==> src/rtl/data_sync_tx.sv <==
// Source-domain transmitter for a multi-flop bus synchronizer: holds a word on
// unsync_bus under a level enable and completes on a synchronized 4-phase ack.
module data_sync_tx #(
    parameter int NUM_STAGES = 2,
    parameter int BUS_WIDTH  = 8,
    parameter int TIMEOUT    = 255
) (
    input  logic                 CLK,
    input  logic                 RST,
    input  logic [BUS_WIDTH-1:0] tx_data,
    input  logic                 tx_valid,
    output logic                 tx_ready,
    output logic [BUS_WIDTH-1:0] unsync_bus,
    output logic                 bus_enable,
    input  logic                 dest_ack,
    output logic                 done,
    output logic                 timeout_err,
    output logic                 busy
);
    localparam int            TW       = (TIMEOUT < 1) ? 1 : $clog2(TIMEOUT + 1);
    localparam bit            TO_EN    = (TIMEOUT != 0);
    localparam logic [TW-1:0] TMR_LAST = TW'(TIMEOUT - 1);

    typedef enum logic [1:0] {
        S_IDLE    = 2'd0,
        S_SETUP   = 2'd1,
        S_REQ     = 2'd2,
        S_RELEASE = 2'd3
    } state_t;

    state_t                 r_state;
    state_t                 w_state_nxt;
    logic [NUM_STAGES-1:0]  r_ack_sync;
    logic [TW-1:0]          r_timer;
    logic                   r_ack_exit;
    logic [BUS_WIDTH-1:0]   r_bus;
    logic                   r_en;
    logic                   r_done;
    logic                   r_to;

    logic                   w_ack_s;
    logic                   w_accept;
    logic                   w_timer_hit;
    logic                   w_load;
    logic                   w_en_nxt;
    logic                   w_done_nxt;
    logic                   w_to_nxt;
    logic                   w_ack_exit_nxt;

    assign w_ack_s     = r_ack_sync[NUM_STAGES-1];
    assign tx_ready    = (r_state == S_IDLE) && !RST;
    assign busy        = (r_state != S_IDLE);
    assign w_accept    = tx_valid && tx_ready;
    assign w_timer_hit = TO_EN && (r_timer == TMR_LAST);

    assign unsync_bus  = r_bus;
    assign bus_enable  = r_en;
    assign done        = r_done;
    assign timeout_err = r_to;

    // dest_ack synchronizer chain; only its last stage feeds control decisions
    always_ff @(posedge CLK) begin
        if (RST) begin
            r_ack_sync <= '0;
        end else begin
            r_ack_sync[0] <= dest_ack;
            for (int i = 1; i < NUM_STAGES; i++) begin
                r_ack_sync[i] <= r_ack_sync[i-1];
            end
        end
    end

    // State register
    always_ff @(posedge CLK) begin
        if (RST) begin
            r_state <= S_IDLE;
        end else begin
            r_state <= w_state_nxt;
        end
    end

    // Next-state and next-output decode
    always_comb begin
        w_state_nxt    = r_state;
        w_load         = 1'b0;
        w_en_nxt       = r_en;
        w_done_nxt     = 1'b0;
        w_to_nxt       = 1'b0;
        w_ack_exit_nxt = r_ack_exit;
        case (r_state)
            S_IDLE: begin
                w_en_nxt = 1'b0;
                if (w_accept) begin
                    w_load      = 1'b1;
                    w_state_nxt = S_SETUP;
                end else begin
                    w_state_nxt = S_IDLE;
                end
            end
            S_SETUP: begin
                w_en_nxt       = 1'b1;
                w_ack_exit_nxt = 1'b0;
                w_state_nxt    = S_REQ;
            end
            S_REQ: begin
                // An ack already high on entry counts as a real ack
                if (w_ack_s) begin
                    w_en_nxt       = 1'b0;
                    w_ack_exit_nxt = 1'b1;
                    w_state_nxt    = S_RELEASE;
                end else if (w_timer_hit) begin
                    w_en_nxt       = 1'b0;
                    w_to_nxt       = 1'b1;
                    w_ack_exit_nxt = 1'b0;
                    w_state_nxt    = S_RELEASE;
                end else begin
                    w_en_nxt       = 1'b1;
                end
            end
            S_RELEASE: begin
                w_en_nxt = 1'b0;
                if (!w_ack_s) begin
                    w_done_nxt  = r_ack_exit;
                    w_state_nxt = S_IDLE;
                end else if (w_timer_hit) begin
                    w_to_nxt    = 1'b1;
                    w_state_nxt = S_IDLE;
                end else begin
                    w_state_nxt = S_RELEASE;
                end
            end
            default: begin
                w_en_nxt    = 1'b0;
                w_state_nxt = S_IDLE;
            end
        endcase
    end

    // Wait timer: restarts on every state change, counts only while waiting
    always_ff @(posedge CLK) begin
        if (RST) begin
            r_timer <= '0;
        end else if (w_state_nxt != r_state) begin
            r_timer <= '0;
        end else if ((r_state == S_REQ) || (r_state == S_RELEASE)) begin
            r_timer <= r_timer + TW'(1);
        end else begin
            r_timer <= '0;
        end
    end

    // Registered outputs; the bus word changes only on accept
    always_ff @(posedge CLK) begin
        if (RST) begin
            r_bus      <= '0;
            r_en       <= 1'b0;
            r_done     <= 1'b0;
            r_to       <= 1'b0;
            r_ack_exit <= 1'b0;
        end else begin
            r_bus      <= w_load ? tx_data : r_bus;
            r_en       <= w_en_nxt;
            r_done     <= w_done_nxt;
            r_to       <= w_to_nxt;
            r_ack_exit <= w_ack_exit_nxt;
        end
    end

    data_sync_tx_chk #(
        .BUS_WIDTH(BUS_WIDTH)
    ) u_chk (
        .CLK        (CLK),
        .RST        (RST),
        .unsync_bus (r_bus),
        .bus_enable (r_en),
        .done       (r_done),
        .timeout_err(r_to),
        .busy       (busy)
    );

endmodule

// Protocol invariants of the transmitter outputs.
module data_sync_tx_chk #(
    parameter int BUS_WIDTH = 8
) (
    input logic                 CLK,
    input logic                 RST,
    input logic [BUS_WIDTH-1:0] unsync_bus,
    input logic                 bus_enable,
    input logic                 done,
    input logic                 timeout_err,
    input logic                 busy
);
    a_done_to_excl: assert property (@(posedge CLK) disable iff (RST) !(done && timeout_err));
    a_en_busy:      assert property (@(posedge CLK) disable iff (RST) bus_enable |-> busy);
    a_setup_stable: assert property (@(posedge CLK) disable iff (RST) $rose(bus_enable) |-> $stable(unsync_bus));
endmodule
==> config.mk <==
export PLATFORM = sky130hd
export DESIGN_NAME = data_sync_tx
export DESIGN_NICKNAME = d
export VERILOG_FILES = /design/src/rtl/data_sync_tx.sv
export SDC_FILE = /design/constraint.sdc
export NUM_CORES = 1
export LEC_CHECK = 0
export CAP_MARGIN = 20
export CORE_MARGIN = 2
export CORE_UTILIZATION = 35
export CTS_CLUSTER_SIZE = 25
export DETAILED_ROUTE_END_ITERATION = 12
export PLACE_DENSITY_LB_ADDON = 0.1
export SETUP_SLACK_MARGIN = 0.1
export SLEW_MARGIN = 20
export SYNTH_ARGS = -nofsm -noshare
export SYNTH_HDL_FRONTEND = slang
export SYNTH_SLANG_ARGS = --single-unit
==> constraint.sdc <==
create_clock -name CLK -period 3.9 [get_ports CLK]
set_input_delay 1.17 -clock CLK [delete_from_list [all_inputs] [get_ports CLK]]
set_output_delay 1.17 -clock CLK [all_outputs]
set_load 0.02 [all_outputs]
=== Yosys cells after proc, flatten, opt, wreduce, memory -nomap -nowiden ===
Index checks and enable logic that the tools add are counted.

* $add $sub $neg: 1
* Eq/ne operators: 6
* Muxes and demuxes: 18
* Bitwise logic cells: 2
* Reductions and logical operators: 11

{| class="wikitable"
|+ Operator list
! operator !! number
|-
| $mux W1 || 10
|-
| $add A8 B1 Y8 const B || 1
|-
| $eq A8 B8 Y1 const B || 1
|-
| $mux W2 || 4
|-
| $pmux W2 S4 || 1
|-
| $reduce_or A3 Y1 || 2
|-
| $eq A2 B2 Y1 const B || 2
|-
| $pmux W1 S2 || 2
|-
| $reduce_bool A2 Y1 || 2
|-
| $ne A3 B3 Y1 const B || 1
|-
| $pmux W1 S3 || 1
|-
| $eq A2 B1 Y1 const B || 1
|-
| $logic_and A1 B1 Y1 || 2
|-
| $logic_not A2 Y1 || 1
|-
| $ne A2 B2 Y1 || 1
|-
| $not A1 Y1 || 2
|-
| $reduce_and A2 Y1 || 1
|-
| $reduce_or A2 Y1 || 1
|-
| $logic_not A1 Y1 || 1
|-
| $logic_or A1 B1 Y1 || 1
|}

* Register bits: 24
* Input port bits: 12
* Output and inout bits: 13
* Logic and storage cells: 46

=== Depth between registers and ports, before layout ===
Gate-level depths: netlist (run 1).

* Word-level depth: 7
* Gate-level depth with buffers: 7
* Mapped depth without buffers: 6

=== Worst setup path before layout (run 1) ===
No wires, ideal clock.

* Path type: input to output
* Start: input port RST
* End: output port tx_ready
* Arrival time: 1,770 ps
* Required time: 2,730 ps
* Slack: 960 ps
* Stages on the path: 3
* Path buffers: 2
* Path through: buf_6 clkbuf_1 nor2_1

* Longest elaborated chain between the ends: 2

{| class="wikitable"
|+ RTL lines
! what !! RTL line !! RTL
|-
| from (decl) || 9 || <nowiki>input logic RST,</nowiki>
|-
| $logic_not A1 Y1 || 51 || <nowiki>assign tx_ready = (r_state == S_IDLE) && !RST;</nowiki>
|-
| $logic_and A1 B1 Y1 || 51 ||
|-
| to (decl) || 12 || <nowiki>output logic tx_ready,</nowiki>
|}

Every way passes these cells.

=== Worst setup path in the final report (run 1) ===
Ends and elaborated chain as after synthesis.

==> impl_metrics.tcl, run 1 <==
set metrics [dict create \
    design.core.area_sq_um 3080 \
    insertedDiodeCount 0 \
    critPathArrivalTime_ps 2330 \
    timing.critical_path.fanout_max 2 \
    syn_area_per_cell_sq_um 9.20 \
    synthTopCellsByArea "dfxtp_1 (42%), ha_1 (7.7%), a21oi_1 (7.5%)" \
    path_clk_slew_ps 130 \
    drc_errors 0 \
    slew_headroom_pct 56.0 \
    hpwl_um 1780 \
    die_w_um 61.1 \
    skew_ps 0.840 \
    drtIter0Drc 18 \
    layout_min_cycle_time_ps 3500 \
    tns_ps 0 \
    dieHeight_um 61.1 \
    post-route-util_pct 47.4 \
    grt_pass1_vias 954 \
    synth-edff-count 0 \
    syn-cell-area_sq_um 1140 \
    die-area_sq_um 3730 \
    cp_top_family "buffers and inverters" \
    vias 962 \
    cpPeakStageDelay_ps 610 \
    cp-start-kind "primary input" \
    reg2reg_slack_ps 1840 \
    synth_cell_type_count 32 \
    overflow 0 \
    worstSetupEndpoint "tx_ready" \
    rsz0062_at_grt "false" \
    final-seq-area_sq_um 480 \
    async_flop_share_pct 0 \
    first_pass_iters 4 \
    pin_count 25 \
    cts_buffers 3 \
    max_freq_mhz 286 \
    cts_max_level 1 \
    peakVddDrop_uv 205 \
    cts_tree "built" \
    synthFlopType "dfxtp_1" \
    grtUsageTotal_pct 14.5 \
    cp.required_ps 2730 \
    cellLeakagePower_nw 0.532 \
    drive_above_1_share_pct 8.16 \
    gp_congestion 0.747 \
    crit_start "RST" \
    finalMaxSlewViolations 0 \
    hold_class "reg -> reg" \
    timing.critical_path.buf_inv 2 \
    yosys_warnings 0 \
    grt_max_degree 19 \
    whs_ps 462 \
    clk_latency_ps 310 \
    p_per_area_nw_per_um2 358 \
    worstPathCellList "clkdlybuf4s50_1 > nor2_1 > clkdlybuf4s50_1" \
    wire_per_inst_um 12.6 \
    synth.cells.most_frequent "dfxtp_1 (24), a21oi_1 (17), nand2_1 (12), nand3_1 (12), nor4_1 (8)" \
    yosysMostFrequentCell "dfxtp_1" \
    grt_pass1_wl_um 4060 \
    r2r-start "r_state[0]$_SDFF_PP0_" \
    start_util_pct 37.1 \
    worst_setup_path_end_kind "output pin" \
    setup_viol 0 \
    r2r-end "r_timer[7]$_SDFF_PP0_" \
    vias_per_cell 5.04 \
    syn_inst 124 \
    row_count 20 \
    layout-area-overhead-vs-synth_pct 28.0 \
    post-cts-setup-buffers 0 \
    synth_largest_area_cell "dfxtp_1" \
    multi_input_comb_area_sq_um 606 \
    critical_path_depth 3 \
    yosysSeqAreaShare_pct 42.1 \
    antenna_found_initial 0 \
    n_fill_cell 305 \
    fin_crit_sh_pct 89.6 \
    ctsHoldBuffers 0 \
    portBuffers 24 \
    hold_viol 0 \
    wirelength_um 2400 \
    ys_ff_latch 24 \
    crit_type "in -> out" \
    cts.sinks 24 \
    cpMaxStageDelayCell "clkdlybuf4s50_1" \
    cts_resized 0 \
    finalNonFillerCells 191 \
    reg2reg_depth 5 \
    status "completed" \
    final_nets 167 \
    clk_path_buf_depth 2 \
    cts-root-buf "clkbuf_4" \
    syn_nets 143 \
    drv_cap 0 \
    tightest_slew_ps 657 \
    cp_common_cell "clkdlybuf4s50_1" \
    ant_nets 0 \
    synth_top_area_share_pct 42.1 \
    dp.cells 187 \
]
[area by class of cell]
cell class                 count  area share, %
inverter                       5           1.29
tap                           44           3.77
sequential                    24           32.9
clock inverter                 1           2.06
clock buffer                   3           1.54
multi-input combinational     89           41.5
timing repair buffer          25           17.0
[layer usage]
metal  up-vias  share of wire, %  GRT usage [%]
met5         -                 0              0
met4         0              0.75           4.35
met3         2               5.0           4.41
met2        24                48           24.0
met1       447                47           18.1
li1        489                 -              -
[stage by stage]
step / power, W / cell area (sq um) / worst slack, ps
finish: 0.000523 / 1460 / 404
global route: 0.000547 / 1460 / 356
CTS: 0.000530 / 1460 / 388
detailed placement: 0.000349 / 1410 / 388
global placement: 0.000348 / 1410 / 394
floorplan: 0.000313 / 1140 / 960
[cell families (layout without fill, tap and decap cells)]
logic type,count (synthesis),count (layout),share of synthesized area [%]
AO/OA/AOI/OAI,24,24,12.4
XOR/XNOR,6,6,4.61
adder cells (fa/ha/maj),7,7,7.68
buffers and inverters,11,34,4.83
flip-flops,24,24,42.1
multiplexers,1,1,1.97
AND/OR/NAND/NOR,51,51,26.4
[registers in the layout, indices dropped and copies added, names as in the netlist]
register,cells
bus_enable,1
done,1
r_ack_exit,1
r_ack_sync,2
r_state,2
r_timer,8
timeout_err,1
unsync_bus,8
[layout by cell type, fill, tap and decap left out, types with 2 or more instances in the layout]
| cell type | count |
|---|---|
| nor2_1 | 5 |
| a211oi_1 | 2 |
| xor2_1 | 5 |
| and3_1 | 2 |
| nor4_1 | 8 |
| inv_1 | 5 |
| ha_1 | 7 |
| nor2b_1 | 2 |
| nand3_1 | 12 |
| clkbuf_4 | 3 |
| clkdlybuf4s50_1 | 24 |
| nand2_1 | 12 |
| a21oi_1 | 17 |
| o211ai_1 | 2 |
| dfxtp_1 | 24 |
[report_power, final]
| group | internal [W] | total [W] | switching [W] |
|---|---|---|---|
| sequential | 0.000254 | 0.000261 | 0.00000652 |
| combinational | 0.0000381 | 0.0000823 | 0.0000442 |
| clock | 0.000104 | 0.000180 | 0.0000760 |
[how the worst min path moves through the flow]
stage / to / slack [ps] / depth (start not counted) / start
after global placement: r_ack_sync[1]$_SDFF_PP0_ / 420 / 1 / r_ack_sync[0]$_SDFF_PP0_
after CTS: r_ack_sync[1]$_SDFF_PP0_ / 460 / 1 / r_ack_sync[0]$_SDFF_PP0_
after global routing: r_ack_sync[1]$_SDFF_PP0_ / 480 / 1 / r_ack_sync[0]$_SDFF_PP0_
after floorplan: r_ack_sync[1]$_SDFF_PP0_ / 410 / 1 / r_ack_sync[0]$_SDFF_PP0_
after detailed placement: r_ack_sync[1]$_SDFF_PP0_ / 430 / 1 / r_ack_sync[0]$_SDFF_PP0_
final: r_ack_sync[1]$_SDFF_PP0_ / 460 / 1 / r_ack_sync[0]$_SDFF_PP0_
Note: power is estimated with default switching activity, not from simulation.
==> run 2, diff against run 1 <==
Settings changed: CORE_MARGIN 2 to 8.
==> impl_metrics.tcl, run 2 (synthesized netlist as in run 1, its figures left out) <==
set metrics [dict create \
    status "completed" \
    tns_ps 0 \
    clk_latency_ps 310 \
    dieHeight_um 73.1 \
    cts_resized 0 \
    grtUsageTotal_pct 10.1 \
    drtIter0Drc 43 \
    p_per_area_nw_per_um2 356 \
    slew_headroom_pct 56.4 \
    rsz0062_at_grt "false" \
    cellLeakagePower_nw 0.532 \
    cp.required_ps 2730 \
    critPathArrivalTime_ps 2360 \
    worst_setup_path_end_kind "output pin" \
    worstPathCellList "clkdlybuf4s50_1 > nor2_1 > clkdlybuf4s50_1" \
    final_cell_mix "dfxtp_1 (24), clkdlybuf4s50_1 (24), a21oi_1 (17)" \
    layout_min_cycle_time_ps 3530 \
    portBuffers 24 \
    pin_count 25 \
    setup_viol 0 \
    layout-area-overhead-vs-synth_pct 28.0 \
    insertedDiodeCount 0 \
    ant_nets 0 \
    cts.sinks 24 \
    post-cts-setup-buffers 0 \
    tightest_slew_ps 651 \
    row_count 20 \
    cts-root-buf "clkbuf_4" \
    wirelength_um 2590 \
    overflow 0 \
    drv_cap 0 \
    pre_cts_slack_ps 378 \
    cpMaxStageDelayCell "clkdlybuf4s50_1" \
    cpPeakStageDelay_ps 610 \
    wire_per_inst_um 13.5 \
    hold_viol 0 \
    vias 953 \
    cp-start-kind "primary input" \
    hpwl_um 1910 \
    n_fill_cell 316 \
    final_nets 167 \
    clk_path_buf_depth 2 \
    post-route-util_pct 47.4 \
    ctsHoldBuffers 0 \
    path_clk_slew_ps 130 \
    reg2reg_slack_ps 1830 \
    design.core.area_sq_um 3080 \
    dp.cells 187 \
    grt_max_degree 19 \
    cts_buffers 3 \
    start_util_pct 37.1 \
    max_freq_mhz 283 \
    fin_crit_sh_pct 90.5 \
    finalMaxSlewViolations 0 \
    cts_tree "built" \
    grt_pass1_vias 967 \
    vias_per_cell 4.99 \
    first_pass_iters 4 \
    grt_pass1_wl_um 4280 \
    setup_ws_ps 372 \
    finalNonFillerCells 191 \
    gp_congestion 0.774 \
    peakVddDrop_uv 147 \
    cp_common_cell "clkdlybuf4s50_1" \
    crit_type "in -> out" \
    cts_max_level 1 \
    drive_above_1_share_pct 8.16 \
    timing.critical_path.fanout_max 2 \
    hold_class "reg -> reg" \
    antenna_found_initial 0 \
    skew_ps 1.49 \
    die-area_sq_um 5340 \
    drc_errors 0 \
    die_w_um 73.1 \
]
-- run 2: cell counts in the layout (fill, tap and decap cells not counted) --
Identical to the previous run, type by type.
-- run 2: per-stage QoR --
stage | total power, W | hold slack (ps) | instance area (sq um)
2_1_floorplan | 0.000313 | 414 | 1140
3_3_place_gp | 0.000348 | 423 | 1410
3_5_place_dp | 0.000349 | 423 | 1410
4_1_cts | 0.000527 | 454 | 1460
5_1_grt | 0.000547 | 479 | 1460
6_report | 0.000520 | 454 | 1460
-- run 2: critical path, delay by kind of cell --
kind          cells  cell delay [ps]
simple gates      1              110
buf+inv           2             1070
-- run 2: metal layers --
layer / routed length, um / vias to the layer above / GRT usage [%]
met2: 1180 / 22 / 16.3
li1: - / 485 / -
met3: 123 / 2 / 2.88
met1: 1260 / 444 / 12.3
met5: 0 / - / 0
met4: 15 / 0 / 4.00
-- run 2: power by group --
group          internal [W]  switching, W   total, W
sequential         0.000254    0.00000646   0.000261
clock              0.000104     0.0000726   0.000176
combinational     0.0000380     0.0000449  0.0000829
-- run 2: final timing paths --
path | from | endpoint | cells past startpoint
worst min-delay path | r_ack_sync[0]$_SDFF_PP0_ | r_ack_sync[1]$_SDFF_PP0_ | 1
worst min register to register | r_ack_sync[0]$_SDFF_PP0_ | r_ack_sync[1]$_SDFF_PP0_ | 1
worst max register to register | r_state[0]$_SDFF_PP0_ | r_timer[2]$_SDFF_PP0_ | 5
worst max-delay path | RST | tx_ready | 3
-- run 2: cell type report --
cell class | count | area, sq um | area share, %
well taps | 44 | 55.1 | 3.77
inverters | 5 | 18.8 | 1.29
clock inverters | 1 | 30.0 | 2.06
clock buffers | 3 | 22.5 | 1.54
repair buffers | 25 | 248 | 17.0
flip-flops and latches | 24 | 480 | 32.9
multi-input cells | 89 | 606 | 41.5
==> run 3, diff against run 2 <==
Settings changed: CORE_MARGIN 8 to 5, TNS_END_PERCENT set to 5.
==> impl_metrics.tcl, run 3 (synthesized netlist as in run 1, its figures left out) <==
set metrics [dict create \
    die_w_um 67.1 \
    layout_min_cycle_time_ps 3470 \
    rsz0062_at_grt "false" \
    ctsHoldBuffers 0 \
    cts_max_level 1 \
    timing.critical_path.buf_inv 2 \
    drv_cap 0 \
    grtUsageTotal_pct 12.0 \
    crit_type "in -> out" \
    n_fill_cell 337 \
    clk_latency_ps 320 \
    tns_ps 0 \
    vias_per_cell 4.93 \
    design.core.area_sq_um 3100 \
    grt_util_met1_pct 14.1 \
    drc_errors 0 \
    tightest_slew_ps 675 \
    cts_buffers 3 \
    report.power.total_w 0.000524 \
    grt_pass1_vias 934 \
    row_count 20 \
    worstPathCellList "clkdlybuf4s50_1 > nor2_1 > clkdlybuf4s50_1" \
    critPathArrivalTime_ps 2300 \
    final_nets 168 \
    insertedDiodeCount 0 \
    cts_resized 0 \
    vias 947 \
    whs_ps 459 \
    dp.cells 188 \
    overflow 0 \
    cpPeakStageDelay_ps 610 \
    antenna_found_initial 0 \
    final_cell_area_sq_um 1470 \
    hold_viol 0 \
    pin_count 25 \
    skew_ps 6.43 \
    drtIter0Drc 28 \
    ant_nets 0 \
    peakVddDrop_uv 205 \
    grt.busiest_layer "met2" \
    status "completed" \
    hpwl_um 1810 \
    start_util_pct 36.8 \
    clk_path_buf_depth 2 \
    final_cell_mix "dfxtp_1 (24), clkdlybuf4s50_1 (24), a21oi_1 (17)" \
    finalMaxSlewViolations 0 \
    cellLeakagePower_nw 0.536 \
    cpMaxStageDelayCell "clkdlybuf4s50_1" \
    hold_class "reg -> reg" \
    cts.sinks 24 \
    grt_use_met2_pct 20.9 \
    dieHeight_um 67.1 \
    cp_top_family "buffers and inverters" \
    cp_common_cell "clkdlybuf4s50_1" \
    layout-area-overhead-vs-synth_pct 28.6 \
    wirelength_um 2410 \
    cp.required_ps 2730 \
    max_freq_mhz 288 \
    place_area_sq_um 1420 \
    grt_max_degree 19 \
    first_pass_iters 4 \
    drive_above_1_share_pct 8.78 \
    post-cts-setup-buffers 0 \
    gp_congestion 0.736 \
    cp-start-kind "primary input" \
    setup_viol 0 \
    cts-root-buf "clkbuf_4" \
    portBuffers 24 \
    met3_usage_pct 4.05 \
    slew_headroom_pct 54.8 \
    p_per_area_nw_per_um2 357 \
    timing.critical_path.fanout_max 2 \
    finalNonFillerCells 192 \
    cts_tree "built" \
    wire_per_inst_um 12.6 \
    grt_pass1_wl_um 4190 \
    die-area_sq_um 4500 \
    path_clk_slew_ps 140 \
    worst_setup_path_end_kind "output pin" \
    fin_crit_sh_pct 89.1 \
]
[run 3: area by class of cell]
type | instances | area, sq um | share of cell area [%]
well taps | 44 | 55.1 | 3.75
clock inverters | 1 | 30.0 | 2.05
repair buffers | 26 | 255 | 17.4
flip-flops and latches | 24 | 480 | 32.7
clock buffers | 3 | 22.5 | 1.53
multi-input cells | 89 | 606 | 41.3
inverters | 5 | 18.8 | 1.28
[run 3: worst register-to-register path, delay by kind of cell (launching register included)]
kind | cells | cell delay (ps)
buffers and inverters | 1 | 160
adder cells (fa/ha/maj) | 1 | 310
flip-flops | 1 | 570
AND/OR/NAND/NOR | 2 | 650
multiplexers | 1 | 270
[run 3: final timing paths]
kind | from | to | slack, ps | cells past startpoint
min | r_ack_sync[0]$_SDFF_PP0_ | r_ack_sync[1]$_SDFF_PP0_ | 460 | 1
max | RST | tx_ready | 430 | 3
max reg2reg | r_state[0]$_SDFF_PP0_ | r_timer[6]$_SDFF_PP0_ | 1810 | 5
min reg2reg | r_ack_sync[0]$_SDFF_PP0_ | r_ack_sync[1]$_SDFF_PP0_ | 460 | 1
[run 3: routing by layer]
| layer | share of wire (%) | wire (um) | vias up |
|---|---|---|---|
| met4 | 0.62 | 15 | 0 |
| li1 | - | - | 491 |
| met5 | 0 | 0 | - |
| met3 | 3.4 | 82 | 2 |
| met2 | 48 | 1170 | 11 |
| met1 | 47 | 1140 | 443 |
[run 3: power by group]
group	switching (W)	internal, W	total [W]
clock network	0.0000772	0.000104	0.000181
registers	0.00000626	0.000254	0.000260
logic	0.0000443	0.0000387	0.0000831
total	0.000128	0.000397	0.000524
[run 3: through the flow]
step / worst slack, ps / util [%]
6_report: 426 / 47.3
3_3_place_gp: 409 / 45.6
5_1_grt: 350 / 47.3
2_1_floorplan: 960 / -
4_1_cts: 415 / 47.3
3_5_place_dp: 415 / 45.6
